[config.mk]
export PLATFORM = sky130hd
export DESIGN_NAME = fetch_queue
export DESIGN_NICKNAME = d
export VERILOG_FILES = /design/src/rtl/fetch_queue.sv
export SDC_FILE = /design/constraint.sdc
export NUM_CORES = 1
export LEC_CHECK = 0
export ABC_CLOCK_PERIOD_IN_PS = 6900
export BUFFER_PORTS_ARGS = -buffer_cell sky130_fd_sc_hd__buf_2
export CELL_PAD_IN_SITES_DETAIL_PLACEMENT = 0
export CELL_PAD_IN_SITES_GLOBAL_PLACEMENT = 1
export CORE_MARGIN = 2
export CORE_UTILIZATION = 45
export CTS_BUF_LIST = sky130_fd_sc_hd__clkbuf_16
export DETAILED_ROUTE_END_ITERATION = 8
export GPL_TIMING_DRIVEN = 0
export PLACE_DENSITY_LB_ADDON = 0.1
export SYNTH_ARGS = -nofsm -noshare
export SYNTH_HDL_FRONTEND = slang
export SYNTH_SLANG_ARGS = --single-unit
[constraint.sdc]
create_clock -name clk -period 6.9 [get_ports clk]
set_input_delay 1.38 -clock clk [delete_from_list [all_inputs] [get_ports clk]]
set_output_delay 1.38 -clock clk [all_outputs]
set_load 0.02 [all_outputs]
[src/rtl/fetch_queue.sv]
// In-order instruction fetch queue between the icache and decode.
// Holds {pc, instr} pairs; head shown combinationally; flush empties the queue.
module fetch_queue #(
   parameter int DEPTH  = 4,
   parameter int INSTSZ = 32,
   parameter int WORDSZ = 64
) (
   input  logic                     clk,
   input  logic                     reset,
   input  logic                     in_valid,
   input  logic [INSTSZ-1:0]        in_instr,
   input  logic [WORDSZ-1:0]        in_pc,
   output logic                     in_ready,
   output logic                     out_valid,
   output logic [INSTSZ-1:0]        out_instr,
   output logic [WORDSZ-1:0]        out_pc,
   input  logic                     out_ready,
   input  logic                     flush,
   output logic                     full,
   output logic [$clog2(DEPTH):0]   count
);

   localparam int PW = $clog2(DEPTH);
   localparam int CW = PW + 1;
   localparam logic [INSTSZ-1:0] NOP_INSTR = INSTSZ'(32'h0000_0013);

   logic [PW-1:0]     r_wr_ptr;
   logic [PW-1:0]     r_rd_ptr;
   logic [CW-1:0]     r_count;
   logic [WORDSZ-1:0] r_pc    [DEPTH];
   logic [INSTSZ-1:0] r_instr [DEPTH];

   logic w_full;
   logic w_empty;
   logic w_push;
   logic w_pop;

   assign w_full  = (r_count == CW'(DEPTH));
   assign w_empty = (r_count == '0);
   // No pop-through-full: acceptance depends only on registered occupancy.
   assign w_push  = in_valid && !w_full && !flush;
   assign w_pop   = !w_empty && out_ready && !flush;

   // Payload storage carries no reset; validity is tracked by r_count alone.
   generate
      for (genvar gi = 0; gi < DEPTH; gi++) begin : g_entry
         always_ff @(posedge clk) begin
            if (w_push && (r_wr_ptr == PW'(gi))) begin
               r_pc[gi]    <= in_pc;
               r_instr[gi] <= in_instr;
            end
         end
      end
   endgenerate

   always_ff @(posedge clk or negedge reset) begin
      if (!reset) begin
         r_wr_ptr <= '0;
         r_rd_ptr <= '0;
         r_count  <= '0;
      end else if (flush) begin
         r_wr_ptr <= '0;
         r_rd_ptr <= '0;
         r_count  <= '0;
      end else begin
         if (w_push) begin
            r_wr_ptr <= r_wr_ptr + 1'b1;
         end
         if (w_pop) begin
            r_rd_ptr <= r_rd_ptr + 1'b1;
         end
         case ({w_push, w_pop})
            2'b10:   r_count <= r_count + 1'b1;
            2'b01:   r_count <= r_count - 1'b1;
            default: r_count <= r_count;
         endcase
      end
   end

   assign in_ready  = !w_full;
   assign full      = w_full;
   assign count     = r_count;
   assign out_valid = !w_empty;
   assign out_instr = w_empty ? NOP_INSTR : r_instr[r_rd_ptr];
   assign out_pc    = w_empty ? '0 : r_pc[r_rd_ptr];

endmodule
==> impl_metrics.json, run 1 <==
{
  "routed-wl-met3_um": 1730,
  "grt.total_usage_pct": 17.3,
  "synth.avg_cell_area_sq_um": 22.2,
  "max_stage_delay_ps": 400,
  "fin_nets": 1033,
  "worst_path_most_repeated_cell": "buf_2",
  "die_h_um": 187,
  "synth_top_area_share_pct": 76.5,
  "p_leak_nw": 6.23,
  "grt_max_degree": 57,
  "num_io_pins": 203,
  "clk_pin_slew_ps": 60,
  "endpoint_kind": "output port",
  "drc_errors": 0,
  "place.gp.congestion": 0.727,
  "postCtsHoldBufs": 0,
  "total_power_w": 0.00678,
  "cap_violations": 0,
  "drive_gt1_share_pct": 39.5,
  "tightest_slew_ps": 813,
  "die_width_um": 187,
  "whs_path_depth": 2,
  "n_fill_cell": 2654,
  "dp.final_hpwl_um": 18300,
  "path_buf_inv": 5,
  "dp_cells": 1332,
  "stdcell_count": 1408,
  "wl_per_cell_um": 21.1,
  "num_vias": 7299,
  "clk_latency_ps": 520,
  "whs_ps": 603,
  "coreArea_sq_mm": 0.0333,
  "worstHoldPathType": "reg2reg",
  "antenna_found_initial": 7,
  "grt_pass1_wl_um": 46200,
  "layout_commonest_cell": "edfxtp_1",
  "min_to": "r_wr_ptr[1]",
  "layout_worst_path_cycle_share_pct": 57.1,
  "min_from": "r_wr_ptr[1]",
  "highest_layer": "met5",
  "synth-seq-cells": 391,
  "grt_setup_unrepaired": "no",
  "fin_crit_ps": 3940,
  "netlist_instances": 678,
  "setup_viol": 0,
  "fin_tns_setup_ps": 0,
  "cts.path.max_buffers": 3,
  "cp.arrival_ps": 2560,
  "multiInputGateArea_sq_mm": 0.00315,
  "mostFrequentLayoutCells": "edfxtp_1, buf_2, mux4_2",
  "cts_resized": 0,
  "ys_seq_area_share_pct": 77.7,
  "synth_area_leaders": "edfxtp_1, mux4_2, and2_1",
  "synth_edf_count": 384,
  "syn_area_sq_mm": 0.0151,
  "crit_chain": "buf_2, or2_1, nor2_2, inv_2, buf_6, clkbuf_1, and2_1, buf_2",
  "root_buffer": "clkbuf_16",
  "grt.overflow.total": 0,
  "drv_slew": 0,
  "cp-startpoint": "count[0]",
  "cts_inserted_buffers": 41,
  "cts_tree": "yes",
  "reg2reg_to": "count[1]",
  "critPathRequiredTime_ps": 5520,
  "post_cts.repair.setup_buffers": 0,
  "pwr_density_cell_mw_per_mm2": 377,
  "r2r-start": "count[1]",
  "critPathKind": "reg2out",
  "synth.distinct_cells": 39,
  "slew_headroom_pct": 45.8,
  "die_area_sq_mm": 0.0350,
  "regToRegSetupSlack_ps": 4040,
  "synth_fp_nets": 784,
  "cp_max_fo": 10,
  "yosysWarnings": 0,
  "met1Wirelength_um": 12500,
  "outcome": "completed",
  "layout_setup_ws_ps": 2960,
  "port_buffers": 202,
  "viasPerCell": 5.18,
  "start_util_pct": 45.3,
  "hold_viol": 0,
  "cts_max_level": 2,
  "drt_iter0_drc": 494,
  "vdd_drop_max_v": 0.000266,
  "rows": 67,
  "seq_area_sq_mm": 0.0117,
  "cts.sinks": 391,
  "syn2layout_area_growth_pct": 19.4,
  "worst_clock_skew_ps": 9.65,
  "synth_ff_type": "edfxtp_1",
  "grt_pass1_vias": 8014,
  "final_antenna_net_count": 0,
  "dr.pass1.iters": 6,
  "route.met2.wl_um": 14800,
  "yosys.area.top_type": "edfxtp_1",
  "ff2ff_path_depth": 10,
  "start_kind": "flip-flop",
  "cpLargestDelayFamily": "buffers and inverters",
  "routed_wirelength_um": 29700,
  "max_freq_mhz": 254,
  "async_flop_share_pct": 1.79,
  "slowest_stage": "dfrtp_1",
  "place_ws_ps": 2980
}
report_power, final:
part,total [W],internal [W],switching [W]
registers,0.00276,0.00273,0.0000283
logic,0.00203,0.000837,0.00119
clock network,0.00199,0.00115,0.000838
cells by family (layout without fill, tap and decap cells):
kind of cell / Yosys count / count (layout) / share of synthesized area (%)
xor+xnor: 3 / 3 / 0.174
buf+inv: 44 / 321 / 1.52
mux: 98 / 98 / 14.5
other cells: 0 / 5 / 0
flops: 391 / 391 / 77.7
fa+ha+maj: 5 / 5 / 0.465
compound gates: 15 / 15 / 0.648
simple gates: 122 / 122 / 5.05
sequential cells by signal, summed over array words and instances, names as in the netlist:
register and flops:
count 3, r_pc 256, r_wr_ptr 2, r_rd_ptr 2, r_instr 128
Yosys cell counts (2+ instances only):
cell type	instances
buf_6	3
a21oi_1	3
buf_2	15
edfxtp_1	384
ha_1	4
dfrtp_1	7
nand2b_1	2
mux4_2	96
xor2_1	3
nor2_1	4
nand3b_1	2
nand3_1	2
and4b_1	2
inv_1	5
buf_8	2
clkbuf_1	18
o21ai_0	4
and2_1	98
or2_1	4
through the flow:
step	area (sq um)	utilization [%]
2_1_floorplan	15100	-
4_1_cts	18000	54.0
6_report	18000	54.1
3_5_place_dp	16800	50.4
3_3_place_gp	16600	50.0
5_1_grt	18000	54.1
worst min-delay path: stages (launching register included):
cell	delay, ps
dfrtp_1	410
o21ai_0	90
a21oi_1	60
area by class of cell:
cell class,instances,area share [%]
buffer,38,1.15
multi-input combinational,243,17.5
sequential,391,65.0
tap,448,3.11
timing repair buffer,206,6.23
inverter,6,0.125
clock inverter,28,0.799
clock buffer,43,5.98
antenna,5,0.0695
metal layers:
layer / up-vias / global-route usage (%)
met4: 6 / 5.19
li1: 3266 / -
met3: 57 / 4.18
met1: 3764 / 22.9
met5: - / 0
met2: 206 / 28.7
worst max path at each step:
stage          cells after the start              to  slack [ps]
4_1_cts                            8      out_pc[36]        2860
6_report                           8      out_pc[39]        2960
2_1_floorplan                      4   r_instr[0][0]        2200
5_1_grt                            8      out_pc[39]        2770
3_3_place_gp                       5   r_instr[0][6]         150
3_5_place_dp                       6  r_instr[1][14]        2980
(Power assumes the default switching activity.)
==> run 2: changes to the inputs <==
--- a/config.mk
+++ b/config.mk
@@ -5,7 +5,8 @@
 export SDC_FILE = /design/constraint.sdc
 export NUM_CORES = 1
 export LEC_CHECK = 0
-export ABC_CLOCK_PERIOD_IN_PS = 6900
+export ABC_AREA = 1
+export ABC_CLOCK_PERIOD_IN_PS = 3800
 export BUFFER_PORTS_ARGS = -buffer_cell sky130_fd_sc_hd__buf_2
 export CELL_PAD_IN_SITES_DETAIL_PLACEMENT = 0
 export CELL_PAD_IN_SITES_GLOBAL_PLACEMENT = 1
==> constraint.sdc (replaced) <==
create_clock -name clk -period 3.8 [get_ports clk]
set_input_delay 0.76 -clock clk [delete_from_list [all_inputs] [get_ports clk]]
set_output_delay 0.76 -clock clk [all_outputs]
set_load 0.02 [all_outputs]
==> run 2 against run 1 <==
Against the previous run: first-iteration DRC count rose by 12%; clock power is 94% higher; via count up 32%; critical path type unchanged.
==> impl_metrics.json, run 2 <==
{
  "start_kind": "flip-flop",
  "vdd_drop_max_v": 0.000471,
  "slew_headroom_pct": 56.3,
  "n_fill_cell": 2881,
  "viasPerCell": 4.98,
  "setup_viol": 0,
  "seq_area_sq_mm": 0.0117,
  "max_freq_mhz": 320,
  "largest_register": "r_pc",
  "critPathKind": "reg2out",
  "max_stage_delay_ps": 430,
  "yosysWarnings": 0,
  "power.internal_w": 0.00856,
  "ys_seq_area_share_pct": 76.5,
  "netlist_instances": 1194,
  "grt.total_usage_pct": 20.4,
  "die_width_um": 188,
  "port_buffers": 202,
  "pwr-share-clk_pct": 29.4,
  "layout_worst_path_cycle_share_pct": 82.3,
  "ff2ff_path_depth": 9,
  "synth_top_area_share_pct": 75.3,
  "synth_ff_type": "edfxtp_1",
  "worstHoldPathType": "in2async",
  "worst_path_most_repeated_cell": "buf_6",
  "tightest_slew_ps": 654,
  "cts_resized": 0,
  "die_h_um": 188,
  "dr.pass1.iters": 5,
  "yosys.area.top_type": "edfxtp_1",
  "hold_viol": 0,
  "cts.sinks": 391,
  "synth.distinct_cells": 26,
  "antenna_found_initial": 8,
  "grt_setup_unrepaired": "no",
  "stdcell_count": 1941,
  "async_flop_share_pct": 1.79,
  "syn2layout_area_growth_pct": 21.9,
  "synth_edf_count": 384,
  "synth.area.mux_share_pct": 0,
  "worst_clock_skew_ps": 13.4,
  "grt.overflow.total": 0,
  "synth-adder-area-share_pct": 0.458,
  "crit_chain": "buf_6, clkinv_2, buf_6, clkbuf_1, o21ai_0, a21oi_1, buf_2",
  "drc_errors": 0,
  "drv_slew": 0,
  "layout_commonest_cell": "nor2_1",
  "p_seq_share_pct": 38.4,
  "final_antenna_net_count": 0,
  "routed_wirelength_um": 36600,
  "start_util_pct": 45.7,
  "synth_area_leaders": "edfxtp_1, nor2_1, o21ai_0",
  "synthXorXnorAreaFrac_pct": 0.0572,
  "postCtsHoldBufs": 0,
  "synth_top_family_by_area": "simple AND/OR/NAND/NOR gates",
  "grt_max_degree": 27,
  "cts_max_level": 2,
  "grt_pass1_wl_um": 54500,
  "combPwrFrac_pct": 32.2,
  "num_vias": 9667,
  "drt_iter0_drc": 551,
  "cp.arrival_ps": 2370,
  "synth.avg_cell_area_sq_um": 12.8,
  "swShare_pct": 35.1,
  "pwr_density_cell_mw_per_mm2": 706,
  "p_leak_nw": 6.84,
  "slowest_stage": "clkbuf_1",
  "largest_reg_flops": 256,
  "wl_per_cell_um": 18.8,
  "grt_pass1_vias": 9339,
  "synth_fp_nets": 1300,
  "dp_cells": 1861,
  "place_ws_ps": 911,
  "synth_common_cells": "nor2_1, edfxtp_1, o21ai_0, a21oi_1, clkbuf_1",
  "synth_most_common_cell": "nor2_1",
  "endpoint_kind": "output port",
  "coreArea_sq_mm": 0.0335,
  "critPathRequiredTime_ps": 3040,
  "layout_setup_ws_ps": 671,
  "multiInputGateArea_sq_mm": 0.00316,
  "cap_violations": 0,
  "p_sw_w": 0.00462,
  "syn_area_sq_mm": 0.0153,
  "cts_inserted_buffers": 42,
  "mostFrequentLayoutCells": "nor2_1, edfxtp_1, buf_2",
  "outcome": "completed",
  "cts_tree": "yes",
  "synth_compound_area_share_pct": 9.67,
  "yosys.area_share.simple_pct": 10.3,
  "regToRegSetupSlack_ps": 1160,
  "synth-seq-cells": 391,
  "fin_nets": 1563,
  "post_cts.repair.setup_buffers": 0,
  "clk_latency_ps": 520,
  "fin_crit_ps": 3130,
  "cp_max_fo": 10,
  "clk_pin_slew_ps": 50,
  "dp.final_hpwl_um": 23400,
  "num_io_pins": 203,
  "root_buffer": "clkbuf_16",
  "drive_gt1_share_pct": 22.6,
  "die_area_sq_mm": 0.0355,
  "rows": 67,
  "cts.path.max_buffers": 3,
  "place.gp.congestion": 0.741
}
==> run 2: cell count changes in the layout (fill, tap and decap cells not counted), moves of 10 or more <==
cell / delta
a21oi_1: +93
and2_1: -94
buf_4: +21
mux4_2: -96
nand2_1: +19
nor2_1: +381
o21ai_0: +179
o21ai_1: +10
==> run 2: layer usage <==
metal  up-vias  wire (um)  GRT usage, %
met4         8        593          4.24
li1       4773          -             -
met1      4551      15900          27.5
met5         -         48             0
met2       280      17700          34.5
met3        55       2380          4.49
==> run 2: kinds of logic after synthesis <==
family | Yosys count
compound gates | 293
simple gates | 415
flops | 391
xor+xnor | 1
buf+inv | 89
fa+ha+maj | 5
==> run 2: worst paths after layout <==
path / startpoint / to
min reg2reg: count[0] / count[0]
min in group clk: in_pc[43] / r_pc[1][43]
max in group asynchronous: reset / r_rd_ptr[1]
max reg2reg: count[0] / r_pc[0][14]
min: reset / r_wr_ptr[0]
max: r_rd_ptr[0] / out_pc[44]
==> run 2: metrics by stage <==
step                      setup TNS (ps)  hold slack (ps)  total power (W)  util (%)  cell area [sq um]
after detailed placement               0              594          0.00947      51.6              17300
after global placement           -971080              594          0.00941      50.4              16900
final                                  0             60.9           0.0132      55.7              18700
after CTS                              0             43.3           0.0134      55.6              18600
after floorplan                   -96240              464          0.00777         -              15300
after global routing                   0             62.8           0.0138      55.6              18600
==> run 2: final cells by class <==
class                           count  share of cell area (%)
Tap cell                          448                    3.00
Sequential cell                   391                    62.7
Inverter                           15                   0.308
Clock inverter                     32                    1.37
Multi-Input combinational cell    714                    17.0
Buffer                             74                    2.20
Timing Repair Buffer              219                    7.60
Antenna cell                        5                  0.0670
Clock buffer                       43                    5.77
==> run 2: critical path, delay by kind of cell (launching register included) <==
kind	cells	cell delay [ps]
flip-flops	1	380
AO/OA/AOI/OAI	2	450
buffers and inverters	5	1010
==> run 2: power groups by stage <==
stage / registers, W / clock network [W] / logic, W
after global placement: 0.00519 / 0 / 0.00421
after global routing: 0.00508 / 0.00412 / 0.00464
after CTS: 0.00507 / 0.00396 / 0.00433
after detailed placement: 0.00516 / 0 / 0.00432
after floorplan: 0.00518 / 0 / 0.00258
final: 0.00506 / 0.00387 / 0.00425
==> run 3: changes to the inputs <==
--- a/config.mk
+++ b/config.mk
@@ -5,8 +5,8 @@
 export SDC_FILE = /design/constraint.sdc
 export NUM_CORES = 1
 export LEC_CHECK = 0
-export ABC_AREA = 1
-export ABC_CLOCK_PERIOD_IN_PS = 3800
+export ABC_AREA = 0
+export ABC_CLOCK_PERIOD_IN_PS = 2690
 export BUFFER_PORTS_ARGS = -buffer_cell sky130_fd_sc_hd__buf_2
 export CELL_PAD_IN_SITES_DETAIL_PLACEMENT = 0
 export CELL_PAD_IN_SITES_GLOBAL_PLACEMENT = 1
==> constraint.sdc (replaced) <==
create_clock -name clk -period 2.69 [get_ports clk]
set_input_delay 0.538 -clock clk [delete_from_list [all_inputs] [get_ports clk]]
set_output_delay 0.538 -clock clk [all_outputs]
set_load 0.02 [all_outputs]
==> run 3 against run 2 <==
Against the previous run: the run now ends with negative setup slack left; combinational power up 58%; clock power grew 28%; sequential power is 40% higher; critical endpoint is now out_pc[56]; sequential share of layout area shrank 0.12 points; die area is 1.5% lower; critical path type unchanged; utilization grew 0.53 points; cell count is 27% lower.
==> impl_metrics.json, run 3 (synthesis gave the netlist of run 1 again) <==
{
  "vdd_drop_max_v": 0.000609,
  "met1Wirelength_um": 13100,
  "layout_commonest_cell": "edfxtp_1",
  "reg2reg_to": "count[1]",
  "slew_headroom_pct": 53.4,
  "cap_violations": 0,
  "pwr-share-clk_pct": 26.4,
  "grt_setup_unrepaired": "yes",
  "cts_inserted_buffers": 40,
  "cts_max_level": 2,
  "cpLargestDelayFamily": "buffers and inverters",
  "dp.final_hpwl_um": 18300,
  "ff2ff_path_depth": 9,
  "drv_slew": 0,
  "slowest_stage": "mux4_2",
  "p_seq_share_pct": 37.8,
  "max_stage_delay_ps": 490,
  "tightest_slew_ps": 700,
  "min_to": "r_instr[2][13]",
  "cts.path.max_buffers": 3,
  "place.gp.congestion": 0.712,
  "combPwrFrac_pct": 35.8,
  "placed_area_sq_mm": 0.0168,
  "fin_crit_ps": 2730,
  "cp_max_fo": 9,
  "cts.sinks": 391,
  "largest_reg_flops": 256,
  "worst_clock_skew_ps": 9.30,
  "die_width_um": 187,
  "setup_viol": 29,
  "die_h_um": 187,
  "viasPerCell": 5.26,
  "pwr_density_cell_mw_per_mm2": 1000,
  "route.met2.wl_um": 15900,
  "rows": 67,
  "power.internal_w": 0.0132,
  "whs_path_depth": 1,
  "num_vias": 7491,
  "regToRegSetupSlack_ps": 120,
  "layout_setup_ws_ps": -37.3,
  "p_sw_w": 0.00555,
  "syn2layout_area_growth_pct": 24.0,
  "grt_pass1_wl_um": 47600,
  "drt_iter0_drc": 390,
  "start_util_pct": 45.3,
  "final_antenna_net_count": 0,
  "min_from": "in_instr[13]",
  "routed_wirelength_um": 31600,
  "grt_pass1_vias": 8090,
  "swShare_pct": 29.7,
  "grt_max_degree": 55,
  "start_kind": "flip-flop",
  "drive_gt1_share_pct": 46.3,
  "p_leak_nw": 6.53,
  "largest_register": "r_pc",
  "endpoint_kind": "output port",
  "routed-wl-met3_um": 1840,
  "place_ws_ps": -366,
  "dr.pass1.iters": 4,
  "r2r-start": "count[1]",
  "clk_latency_ps": 510,
  "path_buf_inv": 4,
  "highest_layer": "met5",
  "worst_path_most_repeated_cell": "buf_12",
  "wl_per_cell_um": 22.1,
  "grt.overflow.total": 0,
  "hold_viol": 0,
  "cts_tree": "yes",
  "finalInstanceArea_sq_mm": 0.0187,
  "violations": "negative setup slack",
  "critPathRequiredTime_ps": 2150,
  "port_buffers": 202,
  "worstHoldPathType": "in2reg",
  "outcome": "complete, but fails checks",
  "coreArea_sq_mm": 0.0333,
  "drc_errors": 0,
  "mostFrequentLayoutCells": "edfxtp_1, buf_2, mux4_2",
  "root_buffer": "clkbuf_16",
  "fin_nets": 1057,
  "die_area_sq_mm": 0.0350,
  "critPathKind": "reg2out",
  "antenna_found_initial": 6,
  "cp.arrival_ps": 2190,
  "layout_worst_path_cycle_share_pct": 101,
  "crit_chain": "buf_12, buf_12, buf_12, mux4_2, and2_1, buf_2",
  "clk_pin_slew_ps": 60,
  "grt.total_usage_pct": 18.0,
  "num_io_pins": 203,
  "max_freq_mhz": 367
}
## run 3: changes by cell type in the layout (fill, tap and decap cells not counted), sizes merged, moves of 12 or more
cell / change
nor2: -386
a21oi: -93
inv: -12
clkbuf: -14
o21ai: -189
and2: +106
nand2: -21
mux4: +96
buf: -22
## run 3: metrics by stage
stage	cells	utilization, %	total power (W)	setup TNS [ps]	hold slack, ps
global placement	1328	50.0	0.0125	-506710	383
CTS	1419	55.9	0.0189	-4690	210
floorplan	678	-	0.0108	-153960	242
finish	1425	56.2	0.0187	-401	235
global route	1425	56.2	0.0196	-5540	217
detailed placement	1332	50.4	0.0125	-76240	393
## run 3: final cells by class
class	instances	area (sq um)
Tap cell	448	561
Clock inverter	26	135
Fill cell	2602	14600
Sequential cell	391	11700
Antenna cell	1	2.50
Timing Repair Buffer	225	1550
Buffer	36	363
Multi-Input combinational cell	251	3330
Clock buffer	41	1030
Inverter	6	27.5
## run 3: worst max path at each step
stage                     slack, ps  cells past startpoint              to         from
after floorplan                -400                      5   r_instr[0][0]     count[0]
after global placement        -1330                      5  r_instr[0][10]     in_valid
after detailed placement       -370                      6  r_instr[1][11]     in_valid
after CTS                       -70                      5      out_pc[19]  r_rd_ptr[0]
after global routing           -120                      6      out_pc[54]  r_rd_ptr[0]
final                           -40                      6      out_pc[56]  r_rd_ptr[0]
## run 3: worst register-to-register path, cell delays in order (launching register included)
cell      delay [ps]
dfrtp_1          420
or2_4            290
nor2_4           140
clkinv_4         140
buf_12           180
and4b_1          220
fa_1             510
mux2_4           300
a31oi_4          130
o211ai_1         110
## run 3: power groups by stage
| stage | clock [W] | sequential, W | combinational (W) |
|---|---|---|---|
| final | 0.00495 | 0.00708 | 0.00670 |
| after global routing | 0.00531 | 0.00710 | 0.00719 |
| after CTS | 0.00509 | 0.00708 | 0.00674 |
| after detailed placement | 0 | 0.00720 | 0.00535 |
| after global placement | 0 | 0.00720 | 0.00526 |
| after floorplan | 0 | 0.00721 | 0.00355 |
## run 3: repair_timing
action,4_1_cts,5_1_grt
pin swaps,6,10
endpoints found under the setup margin,313,291
setup buffers,11,3
gates resized for setup,156,19
hold buffers,1,0
cloned,8,4
endpoints found under the hold margin,7,0
## run 3: layer usage
layer | track usage (%) | up-vias
met5 | 0 | -
met3 | 4.18 | 57
li1 | - | 3322
met4 | 4.76 | 8
met1 | 23.0 | 3898
met2 | 31.1 | 206
